### src/rtl/psram_arb_pkg.sv
// Shared types and sizing helpers for the PSRAM port arbiter.
package psram_arb_pkg;

  typedef enum logic [1:0] {
    StIdle,
    StWdata,
    StRdwait,
    StGap
  } state_e;

  localparam logic MEM_CMD_RD = 1'b0;
  localparam logic MEM_CMD_WR = 1'b1;

  // Bits needed to hold the values 0..n-1 (at least one bit).
  function automatic int unsigned cnt_w(input int unsigned n);
    return (n <= 2) ? 1 : $clog2(n);
  endfunction

endpackage

### src/rtl/psram_arbiter_rr_pick.sv
// One-hot picker: requester 0 always wins, else round-robin over 1..NREQ-1 from ptr_i.
module rr_pick #(
  parameter int unsigned NREQ = 3,
  parameter int unsigned PW   = 2
) (
  input  logic [NREQ-1:0] req_i,
  input  logic [PW-1:0]   ptr_i,
  output logic [NREQ-1:0] gnt_o
);

  logic found;

  always_comb begin
    gnt_o = '0;
    found = 1'b0;
    if (req_i[0]) begin
      gnt_o[0] = 1'b1;
      found    = 1'b1;
    end
    // First pass covers ptr..NREQ-1, second pass wraps to 1..ptr-1.
    for (int i = 1; i < int'(NREQ); i++) begin
      if (!found && req_i[i] && i >= int'(ptr_i)) begin
        gnt_o[i] = 1'b1;
        found    = 1'b1;
      end
    end
    for (int i = 1; i < int'(NREQ); i++) begin
      if (!found && req_i[i]) begin
        gnt_o[i] = 1'b1;
        found    = 1'b1;
      end
    end
  end

endmodule

### src/rtl/psram_arbiter.sv
// Arbitrates NREQ requesters onto one PSRAM controller port and sequences each burst.
module psram_arbiter
  import psram_arb_pkg::*;
#(
  parameter int unsigned NREQ       = 3,
  parameter int unsigned AW         = 21,
  parameter int unsigned DW         = 32,
  parameter int unsigned BEATS      = 4,
  parameter int unsigned GAP        = 4,
  parameter int unsigned RD_TIMEOUT = 64
) (
  input  logic                 clk,
  input  logic                 rst_n,
  input  logic [NREQ-1:0]      req_i,
  input  logic [NREQ-1:0]      we_i,
  input  logic [NREQ*AW-1:0]   addr_i,
  input  logic [NREQ*DW-1:0]   wdata_i,
  input  logic [NREQ*DW/8-1:0] wmask_i,
  output logic [NREQ-1:0]      gnt_o,
  output logic [NREQ-1:0]      wr_take_o,
  output logic [DW-1:0]        rd_data_o,
  output logic [NREQ-1:0]      rd_valid_o,
  output logic [NREQ-1:0]      done_o,
  output logic                 err_o,
  output logic                 mem_cmd_o,
  output logic                 mem_cmd_en_o,
  output logic [AW-1:0]        mem_addr_o,
  output logic [DW-1:0]        mem_wr_data_o,
  output logic [DW/8-1:0]      mem_data_mask_o,
  input  logic [DW-1:0]        mem_rd_data_i,
  input  logic                 mem_rd_valid_i,
  input  logic                 mem_calib_i
);

  localparam int unsigned MW = DW / 8;
  localparam int unsigned PW = cnt_w(NREQ);
  localparam int unsigned BW = cnt_w(BEATS + 1);
  localparam int unsigned GW = cnt_w(GAP);
  localparam int unsigned TW = cnt_w(RD_TIMEOUT);

  state_e          state_q;
  logic [PW-1:0]   w_idx_q, ptr_q;
  logic [BW-1:0]   beat_q;
  logic [GW-1:0]   gap_q;
  logic [TW-1:0]   tmo_q;
  logic [NREQ-1:0] gnt_q, wr_take_q, rd_valid_q, done_q;
  logic [DW-1:0]   rd_data_q, mem_wr_data_q;
  logic [AW-1:0]   mem_addr_q;
  logic [MW-1:0]   mem_mask_q;
  logic            err_q, mem_cmd_q, mem_cmd_en_q;

  logic [NREQ-1:0] pick_oh, w_oh;
  logic [PW-1:0]   pick_idx, ptr_nxt, sel_idx;
  logic [DW-1:0]   wdata_sel;
  logic [MW-1:0]   wmask_sel;

  rr_pick #(
    .NREQ(NREQ),
    .PW  (PW)
  ) u_pick (
    .req_i(req_i),
    .ptr_i(ptr_q),
    .gnt_o(pick_oh)
  );

  always_comb begin
    pick_idx = '0;
    for (int i = 0; i < int'(NREQ); i++) begin
      if (pick_oh[i]) pick_idx = PW'(i);
    end
  end

  assign ptr_nxt   = (pick_idx == PW'(NREQ - 1)) ? PW'(1) : pick_idx + PW'(1);
  assign w_oh      = NREQ'(1) << w_idx_q;
  // Beat 0 comes from the winner being picked; later beats from the latched winner.
  assign sel_idx   = (state_q == StIdle) ? pick_idx : w_idx_q;
  assign wdata_sel = wdata_i[sel_idx*DW +: DW];
  assign wmask_sel = wmask_i[sel_idx*MW +: MW];

  always_ff @(posedge clk or negedge rst_n) begin
    if (!rst_n) begin
      state_q       <= StIdle;
      w_idx_q       <= '0;
      ptr_q         <= PW'(1);
      beat_q        <= '0;
      gap_q         <= '0;
      tmo_q         <= '0;
      gnt_q         <= '0;
      wr_take_q     <= '0;
      rd_valid_q    <= '0;
      done_q        <= '0;
      rd_data_q     <= '0;
      mem_wr_data_q <= '0;
      mem_addr_q    <= '0;
      mem_mask_q    <= '0;
      err_q         <= 1'b0;
      mem_cmd_q     <= 1'b0;
      mem_cmd_en_q  <= 1'b0;
    end else begin
      gnt_q        <= '0;
      wr_take_q    <= '0;
      rd_valid_q   <= '0;
      done_q       <= '0;
      err_q        <= 1'b0;
      mem_cmd_en_q <= 1'b0;
      if (state_q != StIdle && !mem_calib_i) begin
        done_q  <= w_oh;
        err_q   <= 1'b1;
        state_q <= StIdle;
      end else begin
        unique case (state_q)
          StIdle: begin
            if (mem_calib_i && pick_oh != '0) begin
              gnt_q        <= pick_oh;
              mem_cmd_en_q <= 1'b1;
              mem_cmd_q    <= we_i[pick_idx] ? MEM_CMD_WR : MEM_CMD_RD;
              mem_addr_q   <= addr_i[pick_idx*AW +: AW];
              w_idx_q      <= pick_idx;
              tmo_q        <= '0;
              if (pick_idx != '0) ptr_q <= ptr_nxt;
              if (we_i[pick_idx]) begin
                wr_take_q     <= pick_oh;
                mem_wr_data_q <= wdata_sel;
                mem_mask_q    <= wmask_sel;
                beat_q        <= BW'(1);
                state_q       <= StWdata;
              end else begin
                beat_q  <= '0;
                state_q <= StRdwait;
              end
            end
          end
          StWdata: begin
            if (beat_q == BW'(BEATS)) begin
              done_q  <= w_oh;
              gap_q   <= '0;
              state_q <= StGap;
            end else begin
              wr_take_q     <= w_oh;
              mem_wr_data_q <= wdata_sel;
              mem_mask_q    <= wmask_sel;
              beat_q        <= beat_q + BW'(1);
            end
          end
          StRdwait: begin
            tmo_q <= tmo_q + TW'(1);
            if (mem_rd_valid_i) begin
              rd_data_q  <= mem_rd_data_i;
              rd_valid_q <= w_oh;
              beat_q     <= beat_q + BW'(1);
            end
            // A last beat coinciding with the timeout completes cleanly.
            if (mem_rd_valid_i && beat_q == BW'(BEATS - 1)) begin
              done_q  <= w_oh;
              beat_q  <= '0;
              gap_q   <= '0;
              state_q <= StGap;
            end else if (tmo_q == TW'(RD_TIMEOUT - 1)) begin
              done_q  <= w_oh;
              err_q   <= 1'b1;
              gap_q   <= '0;
              state_q <= StGap;
            end
          end
          StGap: begin
            if (gap_q == GW'(GAP - 1)) state_q <= StIdle;
            else gap_q <= gap_q + GW'(1);
          end
          default: state_q <= StIdle;
        endcase
      end
    end
  end

  assign gnt_o           = gnt_q;
  assign wr_take_o       = wr_take_q;
  assign rd_valid_o      = rd_valid_q;
  assign done_o          = done_q;
  assign err_o           = err_q;
  assign rd_data_o       = rd_data_q;
  assign mem_cmd_o       = mem_cmd_q;
  assign mem_cmd_en_o    = mem_cmd_en_q;
  assign mem_addr_o      = mem_addr_q;
  assign mem_wr_data_o   = mem_wr_data_q;
  assign mem_data_mask_o = mem_mask_q;

endmodule

### config.mk
export PLATFORM = sky130hd
export DESIGN_NAME = psram_arbiter
export DESIGN_NICKNAME = d
export VERILOG_FILES = /design/src/rtl/psram_arb_pkg.sv /design/src/rtl/psram_arbiter_rr_pick.sv /design/src/rtl/psram_arbiter.sv
export SDC_FILE = /design/constraint.sdc
export NUM_CORES = 1
export LEC_CHECK = 0
export CAP_MARGIN = 20
export CORE_MARGIN = 10
export CORE_UTILIZATION = 45
export CTS_CLUSTER_SIZE = 25
export DETAILED_ROUTE_END_ITERATION = 8
export PLACE_DENSITY = 0.95
export SLEW_MARGIN = 20
export SYNTH_ARGS = -nofsm -noshare
export SYNTH_HDL_FRONTEND = slang
export SYNTH_SLANG_ARGS = --single-unit
export TNS_END_PERCENT = 5
### constraint.sdc
create_clock -name clk -period 5.01 [get_ports clk]
set_input_delay 0.501 -clock clk [delete_from_list [all_inputs] [get_ports clk]]
set_output_delay 0.501 -clock clk [all_outputs]
set_load 0.02 [all_outputs]
-- Word-level counts from Yosys, hierarchy flattened
Index checks and enable logic that the tools add are counted.
Widths: inputs -> output; s select.
- register bits after elaboration: 121
- latch bits: 0
- RAM bits: 0
- ROM bits: 0
- input port bits: 213
- output and inout bits: 104
- logic and storage cells: 146
- memories: 0
- add/subtract/negate cells: 4
- multipliers: 1
- div/mod/pow operators: 0
- order comparisons: 3
- eq/ne operators: 19
- shift operators: 4
- muxes and demuxes: 67
- bitwise gates (word level): 1
- reduce and logical (&&, ||, !) cells: 30
- operators with widths (cell ; number):
    $mux 32 ; 3
    $shiftx 96x8->32 ; 1
    $pmux 32 s2 ; 1
    $shiftx 63x8->21 ; 1
    $mux 3 ; 18
    $mux 2 ; 14
    $mux 1 ; 19
    $reduce_and 5->1 ; 3
    $mux 4 ; 3
    $ne 3x3->1 const B ; 4
    $pmux 3 s2 ; 2
    $pmux 6 s2 ; 1
    $shiftx 12x5->4 ; 1
    $logic_and 1x1->1 ; 9
    $pmux 3 s3 ; 1
    $reduce_and 3->1 ; 3
    $reduce_bool 3->1 ; 3
    $eq 2x2->1 const B ; 4
    $pmux 2 s4 ; 1
    $pmux 4 s2 ; 1
    $reduce_and 4->1 ; 2
    $reduce_bool 2->1 ; 4
    $mul 2x5->7 const B ; 1
    $add 6x1->6 const B ; 1
    other kinds (20) ; 28

-- Logic depth before layout (Yosys ltp)
Gate-level depths: netlist of run 1.
- word-level depth: 22
- gate-level depth with buffers: 9
- mapped depth without buffers: 7

-- Hierarchy
Synthesis of run 1 repeated with hierarchy kept, for this count alone.
- cells, all modules: 664
- area total of the unflattened synthesis: 6851.6 sq um
- modules (own cells, without submodules) (module ; instances ; cells an instance ; area an instance (sq um) ; sequential area each (sq um)):
    psram_arbiter ; 1 ; 657 ; 6804.0 ; 3029.2
    rr_pick ; 1 ; 7 ; 47.5 ; 0.0

-- Least setup slack after synthesis of run 1
OpenSTA, ideal clock, no wires.
- path type: input -> register
- start: input req_i[0]
- end: register mem_wr_data_q[23] (netlist: mem_wr_data_o[23])
- library setup time: 0.125 ns
- data arrival time: 2.098 ns
- required time: 4.885 ns
- setup slack: 2.787 ns
- stages: 8
- buffers on the path: 3
- cells stage by stage: nand2b_1 buf_2 a21o_1 o221a_1 buf_2 a31oi_4 buf_6 mux2_2
- cells in the longest elaborated chain, start to end: 21
- elaborated cells on any way between the ends: 33
- those cells by class: 2 x eq/ne; 1 x shift; 17 x mux; 13 x reduce/logical
- ends and longest elaborated chain (what ; line ; text):
    start, declared ; psram_arbiter.sv:14 ; input logic [NREQ-1:0] req_i,
    $mux 1 (*) ; psram_arbiter_rr_pick.sv:16 ; if (req_i[0]) begin
    $logic_not 1->1 ; psram_arbiter_rr_pick.sv:22 ; if (!found && req_i[i] && i >= int'(ptr_i)) begin
    $logic_and 1x1->1 (2 in a row) ; psram_arbiter_rr_pick.sv:22 ;
    $mux 1 ; psram_arbiter_rr_pick.sv:22 ;
    $logic_not 1->1 ; psram_arbiter_rr_pick.sv:22 ;
    $logic_and 1x1->1 (2 in a row) ; psram_arbiter_rr_pick.sv:22 ;
    $mux 1 ; psram_arbiter_rr_pick.sv:22 ;
    $logic_not 1->1 ; psram_arbiter_rr_pick.sv:28 ; if (!found && req_i[i]) begin
    [3 not listed] ; -- ;
    $logic_and 1x1->1 ; psram_arbiter_rr_pick.sv:28 ;
    $mux 1 ; psram_arbiter_rr_pick.sv:28 ;
    $mux 2 ; psram_arbiter.sv:69 ; if (pick_oh[i]) pick_idx = PW'(i);
    $mux 2 ; psram_arbiter.sv:76 ; assign sel_idx = (state_q == StIdle) ? pick_idx : w_idx_q;
    $shiftx 96x8->32 ; psram_arbiter.sv:77 ; assign wdata_sel = wdata_i[sel_idx*DW +: DW];
    $mux 32 ; psram_arbiter.sv:121 ; if (we_i[pick_idx]) begin
    $mux 32 ; psram_arbiter.sv:113 ; if (mem_calib_i && pick_oh != '0) begin
    $pmux 32 s2 ; psram_arbiter.sv:111 ; unique case (state_q)
    end signal, assigned ; psram_arbiter.sv:123 ; mem_wr_data_q <= wdata_sel;
    end signal, assigned ; psram_arbiter.sv:140 ; mem_wr_data_q <= wdata_sel;
    end, declared ; psram_arbiter.sv:47 ; logic [DW-1:0] rd_data_q, mem_wr_data_q;
Mark *: on every way between the ends. The rest lies on a longest branch, timed or not. The select of a mux whose other input is x is not followed.
A chain may end at the register's enable or synchronous reset.

-- Final worst setup path of run 1
- start: register state_q[1]
- end: register mem_wr_data_q[9] (netlist: mem_wr_data_o[9])
- cells in the longest elaborated chain, start to end: 6
- elaborated cells on any way between the ends: 16
- those cells by class: 4 x eq/ne; 1 x shift; 5 x mux; 1 x bitwise; 5 x reduce/logical
- ends and longest elaborated chain (what ; line ; text):
    start, declared ; psram_arbiter.sv:41 ; state_e state_q;
    start signal, assigned ; psram_arbiter.sv:82 ; state_q <= StIdle;
    start signal, assigned ; psram_arbiter.sv:109 ; state_q <= StIdle;
    start signal, assigned ; psram_arbiter.sv:126 ; state_q <= StWdata;
    $logic_not 2->1 ; psram_arbiter.sv:76, psram_arbiter.sv:111 ;
    $mux 2 ; psram_arbiter.sv:76 ;
    $shiftx 96x8->32 ; psram_arbiter.sv:77 ;
    $mux 32 ; psram_arbiter.sv:121 ;
    $mux 32 ; psram_arbiter.sv:113 ;
    $pmux 32 s2 ; psram_arbiter.sv:111 ;
Parallel ways exist; a longest one is shown, timed or not. The select of a mux whose other input is x is not followed.

==> flow_summary.ini, run 1 <==
[global_routing]
grt_pass1_wl_um = 36090
grt_max_degree = 76
grt_pass1_vias = 6399
grt-ovfl-total = 0
antenna_found_initial = 1
grt_util_all_layers_pct = 23.06

[placed_design]
gp_congestion = 0.9068
io_buffers = 316
dp_hpwl_um = 18010

[die]
fp.dieW_um = 140.9
start_util_pct = 45.60
core_area_mm2 = 0.01442
io_pins = 317
num_rows = 44
dieArea_mm2 = 0.01985
die_h_um = 140.9

[worst_hold_path]
hold_path.class = in2async

[layout]
fin_nets = 1123
drive_gt1_share_pct = 15.01
fillCellCount = 1004
regArea_mm2 = 0.003029
diodes = 0
multi_input_area_mm2 = 0.003326
final_util_pct = 72.41
area_growth_syn_to_layout_pct = 58.80

[synthesis]
synthArstFlopShare_pct = 100.0
ys_warn_count = 0
netlist.area_leader.share_pct = 45.65
synth-seq-area-share_pct = 46.05
synth-main-ff-cell = dfrtp_1
syn_area_per_cell_um2 = 11.00
syn_area_mm2 = 0.006578
synthCells = 598
ys_top_cells_by_area = dfrtp_1, mux2_2, a221o_1
yosysMostFrequentCell = dfrtp_1
yosysTopAreaCell = dfrtp_1
syn-num-nets = 821
ys_top_cells_by_count = dfrtp_1, mux2_2, nand2_1
ys_ff_latch = 121
yosysUniqueCellTypes = 47
synth_edf_count = 0

[power_and_ir_drop]
power.leakage_nw = 4.462
peakVddDrop_uv = 401.0
power_density_mw_per_mm2 = 593.5

[sta]
slew_headroom_pct = 34.46
maxClockFrequency_mhz = 346.7
setup-violations-final = 0
worstMarginPinSlew_ps = 983.2
finClkSkew_ps = 7.825
post-route-period-util_pct = 57.57
setup_tns_ps = 0
min_period_ps = 2884
rsz0062_at_grt = no
drv_slew = 0
hold_viol_final = 0

[drt]
wirelength_um = 23640
drt_iter0_markers = 641
detail-route-antenna-nets = 0
viasPerCell = 5.682
remaining_drc_errors = 1
route.vias.total = 6233
dr.pass1.iters = 9
routedWlPerCell_um = 21.55

[worst_setup_path]
end_kind = register
crit_arrival_ps = 3180
critical_path_class = reg2reg
cp-start-kind = register
critPathRequiredTime_ps = 5300
crit_fanout = 32

[cts]
clock_latency_ps = 420
postCtsSetupRepairBufs = 0
h-tree-depth = 4
hold_buffers = 0
clockBufferDepth = 2
clk_pin_slew_ps = 60
clockRootBuffer = clkbuf_16
tritoncts = done
ctsResizeCount = 0
cts.sinks = 121
cts_buffers = 17

[run]
maxCapViolations = 0

[status]
violations = DRC
outcome = finished, violations left
==> registers in the layout, indices dropped and copies added, names as in the netlist <==
signal           cells
rd_data_o           32
tmo_q                6
gnt_o                3
mem_cmd_o            1
mem_cmd_en_o         1
mem_addr_o          21
gap_q                2
mem_data_mask_o      4
done_o               3
mem_wr_data_o       32
beat_q               3
wr_take_o            3
rd_valid_o           3
state_q              2
ptr_q                2
w_idx_q              2
err_o                1
==> stage by stage <==
stage          instances  hold slack, ps  instance area [um2]  total power, mW  worst slack (ps)
2_1_floorplan        598           205.4                 6578            3.618              2787
3_3_place_gp        1065           463.7                 9873            4.927              2087
3_5_place_dp        1065           470.2                 9873            5.043              1971
4_1_cts             1097           268.3                10450            6.252              2056
5_1_grt             1097           304.9                10450            6.545              1899
6_report            1097           233.9                10450            6.199              2126
==> report_power, final <==
part	switching (mW)	internal, mW
logic	1.70	1.65
registers	0.247	1.42
clock network	0.440	0.741
==> worst max-delay path, cell delays in order, from the launching register on <==
cell     delay, ps
dfrtp_1        410
inv_1          140
ha_2           550
nor2_2          80
buf_4          260
a32oi_1        580
nor2b_1        150
a221o_1        290
mux2_1         280
==> layout make-up <==
type / instances / area share [%]
Clock inverter: 12 / 1.198
Sequential cell: 121 / 29.00
Tap cell: 184 / 2.204
Multi-Input combinational cell: 421 / 31.84
Clock buffer: 20 / 4.276
Timing Repair Buffer: 327 / 31.05
Inverter: 12 / 0.4312
==> final timing paths <==
check | start | end | slack (ps) | cells after the start
worst max-delay path | state_q[1]$_DFFE_PN0P_ | mem_wr_data_o[9]$_DFFE_PN0P_ | 2130 | 8
max in group asynchronous | rst_n | rd_data_o[26]$_DFFE_PN0P_ | 3660 | 2
worst max register to register | state_q[1]$_DFFE_PN0P_ | mem_wr_data_o[9]$_DFFE_PN0P_ | 2130 | 8
min in group clk | mem_addr_o[5]$_DFFE_PN0P_ | mem_addr_o[5]$_DFFE_PN0P_ | 480 | 2
worst min-delay path | rst_n | mem_wr_data_o[0]$_DFFE_PN0P_ | 230 | 1
worst min register to register | mem_addr_o[5]$_DFFE_PN0P_ | mem_addr_o[5]$_DFFE_PN0P_ | 480 | 2
==> per-layer routing <==
layer | global-route usage [%] | share of wire (%) | wire (um)
met1 | 26.01 | 38 | 8977
met2 | 39.36 | 51 | 11950
met3 | 8.465 | 8.5 | 1999
met4 | 7.772 | 3.0 | 712
met5 | 0 | 0 | 0
==> layout by cell type (no fill, tap or decap), types with 3 or more instances in the layout <==
| cell | netlist | routed |
|---|---|---|
| buf_4 | 0 | 12 |
| nor3_1 | 3 | 3 |
| a221o_1 | 36 | 36 |
| clkinv_2 | 0 | 5 |
| o21ai_0 | 30 | 30 |
| nor2_1 | 21 | 20 |
| dfrtp_1 | 120 | 120 |
| ha_1 | 10 | 9 |
| nand3_1 | 38 | 37 |
| a21o_1 | 3 | 3 |
| clkdlybuf4s50_1 | 0 | 315 |
| mux2i_1 | 32 | 31 |
| nor2b_1 | 7 | 7 |
| and3_1 | 3 | 3 |
| mux2_1 | 19 | 19 |
| inv_1 | 12 | 12 |
| clkinvlp_4 | 0 | 3 |
| nand2_1 | 69 | 69 |
| xor2_1 | 4 | 4 |
| clkbuf_16 | 0 | 17 |
| nand2b_1 | 4 | 4 |
| mux2_2 | 85 | 85 |
| a21oi_1 | 8 | 8 |
| a222oi_1 | 21 | 21 |
==> cells by family (layout without fill, tap and decap cells) <==
kind of cell    count (synthesis)  count (layout)  synth area share [%]
xor+xnor                        4               4                0.5326
simple gates                  156             156                 10.79
mux                           136             136                 22.67
fa+ha+maj                      10              10                 1.902
compound gates                115             115                 14.32
flops                         121             121                 46.05
buf+inv                        56             371                 3.728
Note: power is estimated with default switching activity, not from simulation.
==> inputs of run 2 (changes only) <==
Settings changed: CORE_UTILIZATION 45 to 37, PLACE_DENSITY 0.95 to 0.87.
Clock period 5.01 ns to 2.6 ns, I/O delays scaled along.
==> run 2 against run 1 <==
Net effect: the run now ends clean; clock-buffer cell count decreased by 1; setup slack got worse by 1900 ps; die area rose by 18%; sequential share of layout area shrank 0.71 points; sequential power rose by 91%; sequential cell count is the same; worst hold slack better by 160 ps; clock skew fell by 1.2 ps; highest routed layer unchanged.
==> flow_summary.ini, run 2 (same netlist as run 1, synthesis figures left out) <==
[global_routing]
grt_util_all_layers_pct = 19.21
grt-ovfl-total = 0
grt_pass1_vias = 6417
grt_max_degree = 49
antenna_found_initial = 0
grt_pass1_wl_um = 36360

[die]
fp.dieW_um = 153.3
core_area_mm2 = 0.01736
die_h_um = 153.3
io_pins = 317
num_rows = 48
start_util_pct = 37.90
dieArea_mm2 = 0.02351

[worst_setup_path]
crit_fanout = 15
end_kind = register
critical_path_class = reg2reg
r2r-start = state_q[1]$_DFFE_PN0P_
crit_arrival_ps = 2680
critPathRequiredTime_ps = 2890
crit_start = state_q[1]$_DFFE_PN0P_
cp-start-kind = register

[layout]
drive_gt1_share_pct = 16.14
fin_cells = 1148
final_cell_mix = clkdlybuf4s50_1, dfrtp_1, mux2_2
fin_nets = 1134
area_growth_syn_to_layout_pct = 62.75
final_common_cell = clkdlybuf4s50_1
diodes = 0

[sta]
post-route-period-util_pct = 92.10
worstMarginPinSlew_ps = 785.3
hold_viol_final = 0
drv_slew = 0
setup-violations-final = 0
finClkSkew_ps = 6.600
maxClockFrequency_mhz = 417.6
slew_headroom_pct = 47.65
setup_tns_ps = 0
min_period_ps = 2395
rsz0062_at_grt = no

[run]
maxCapViolations = 0

[placed_design]
io_buffers = 316
gp_congestion = 0.8449
placed_cells = 1116
dp_hpwl_um = 18230

[drt]
wirelength_um = 23440
route.vias.total = 6158
drt_iter0_markers = 530
routedWlPerCell_um = 20.42
dr.pass1.iters = 8
remaining_drc_errors = 0
detail-route-antenna-nets = 0
viasPerCell = 5.364

[cts]
cts.sinks = 121
postCtsSetupRepairBufs = 0
clock_latency_ps = 410
cts_buffers = 17
clk_pin_slew_ps = 60
tritoncts = done
h-tree-depth = 4
ctsResizeCount = 0
clockRootBuffer = clkbuf_16
clockBufferDepth = 2

[worst_hold_path]
hold_path.class = in2async

[power_and_ir_drop]
peakVddDrop_uv = 784.9
power_density_mw_per_mm2 = 1142
power.leakage_nw = 4.564

[status]
outcome = finished clean
run 2: cell count changes in the layout (fill, tap and decap cells not counted), sizes merged:
cell | before | now
inv | 13 | 16
buf | 12 | 22
dlygate4sd3 | 0 | 1
bufinv | 2 | 3
clkinv | 6 | 2
clkbuf | 20 | 19
run 2: final timing paths:
check	endpoint	depth (start not counted)	slack [ps]
setup / recovery	mem_wr_data_o[10]$_DFFE_PN0P_	8	210
hold / removal	rd_data_o[23]$_DFFE_PN0P_	2	390
setup reg to reg	mem_wr_data_o[10]$_DFFE_PN0P_	8	210
hold reg to reg	mem_addr_o[8]$_DFFE_PN0P_	2	480
max in group asynchronous	ptr_q[0]$_DFFE_PN1P_	3	1510
min in group clk	rd_data_o[8]$_DFFE_PN0P_	2	460
run 2: final cells by class:
| type | instances | area (um2) |
|---|---|---|
| Fill cell | 1408 | 6651 |
| Timing Repair Buffer | 338 | 3403 |
| Multi-Input combinational cell | 421 | 3329 |
| Sequential cell | 121 | 3029 |
| Clock buffer | 19 | 452.9 |
| Tap cell | 225 | 281.5 |
| Clock inverter | 12 | 163.9 |
| Inverter | 12 | 45.04 |
run 2: layer usage:
| layer | vias to the layer above | global-route usage (%) | wire length (um) | share of wire (%) |
|---|---|---|---|---|
| li1 | 2863 | - | - | - |
| met3 | 45 | 5.696 | 1772 | 7.6 |
| met5 | - | 0 | 0 | 0 |
| met2 | 276 | 32.82 | 11800 | 50 |
| met4 | 0 | 6.208 | 522 | 2.2 |
| met1 | 2974 | 22.58 | 9351 | 40 |
run 2: timing repair:
action,4_1_cts,5_1_grt
hold endpoints to repair,37,0
hold buffers,1,0
setup endpoints to repair,0,0
run 2: metrics by stage:
stage / hold WS, ps / cell area [um2] / setup slack [ps] / utilization (%) / total power, mW
4_1_cts: 401.2 / 10710 / 228.6 / 61.68 / 12.34
6_report: 391.7 / 10710 / 205.4 / 61.68 / 12.23
3_3_place_gp: 284.2 / 10080 / 223.5 / 58.07 / 9.643
5_1_grt: 418.2 / 10710 / 97.41 / 61.68 / 12.97
3_5_place_dp: 285.8 / 10080 / 149.9 / 58.07 / 9.825
2_1_floorplan: -35.59 / 6578 / 415.0 / - / 6.971
run 2: worst max-delay path: stages, from the launching register on:
cell and delay (ps):
dfrtp_1 410, inv_1 130, ha_2 420, a21oi_1 110, nor2b_1 280, nor2b_1 270
a31oi_4 70, buf_4 230, mux2_1 350
run 2: power by group:
part | switching (mW) | leakage, nW | internal [mW] | total (mW)
Combinational | 3.31 | 2.76 | 3.30 | 6.61
Sequential | 0.445 | 1.51 | 2.73 | 3.17
Clock | 0.876 | 0.294 | 1.57 | 2.44
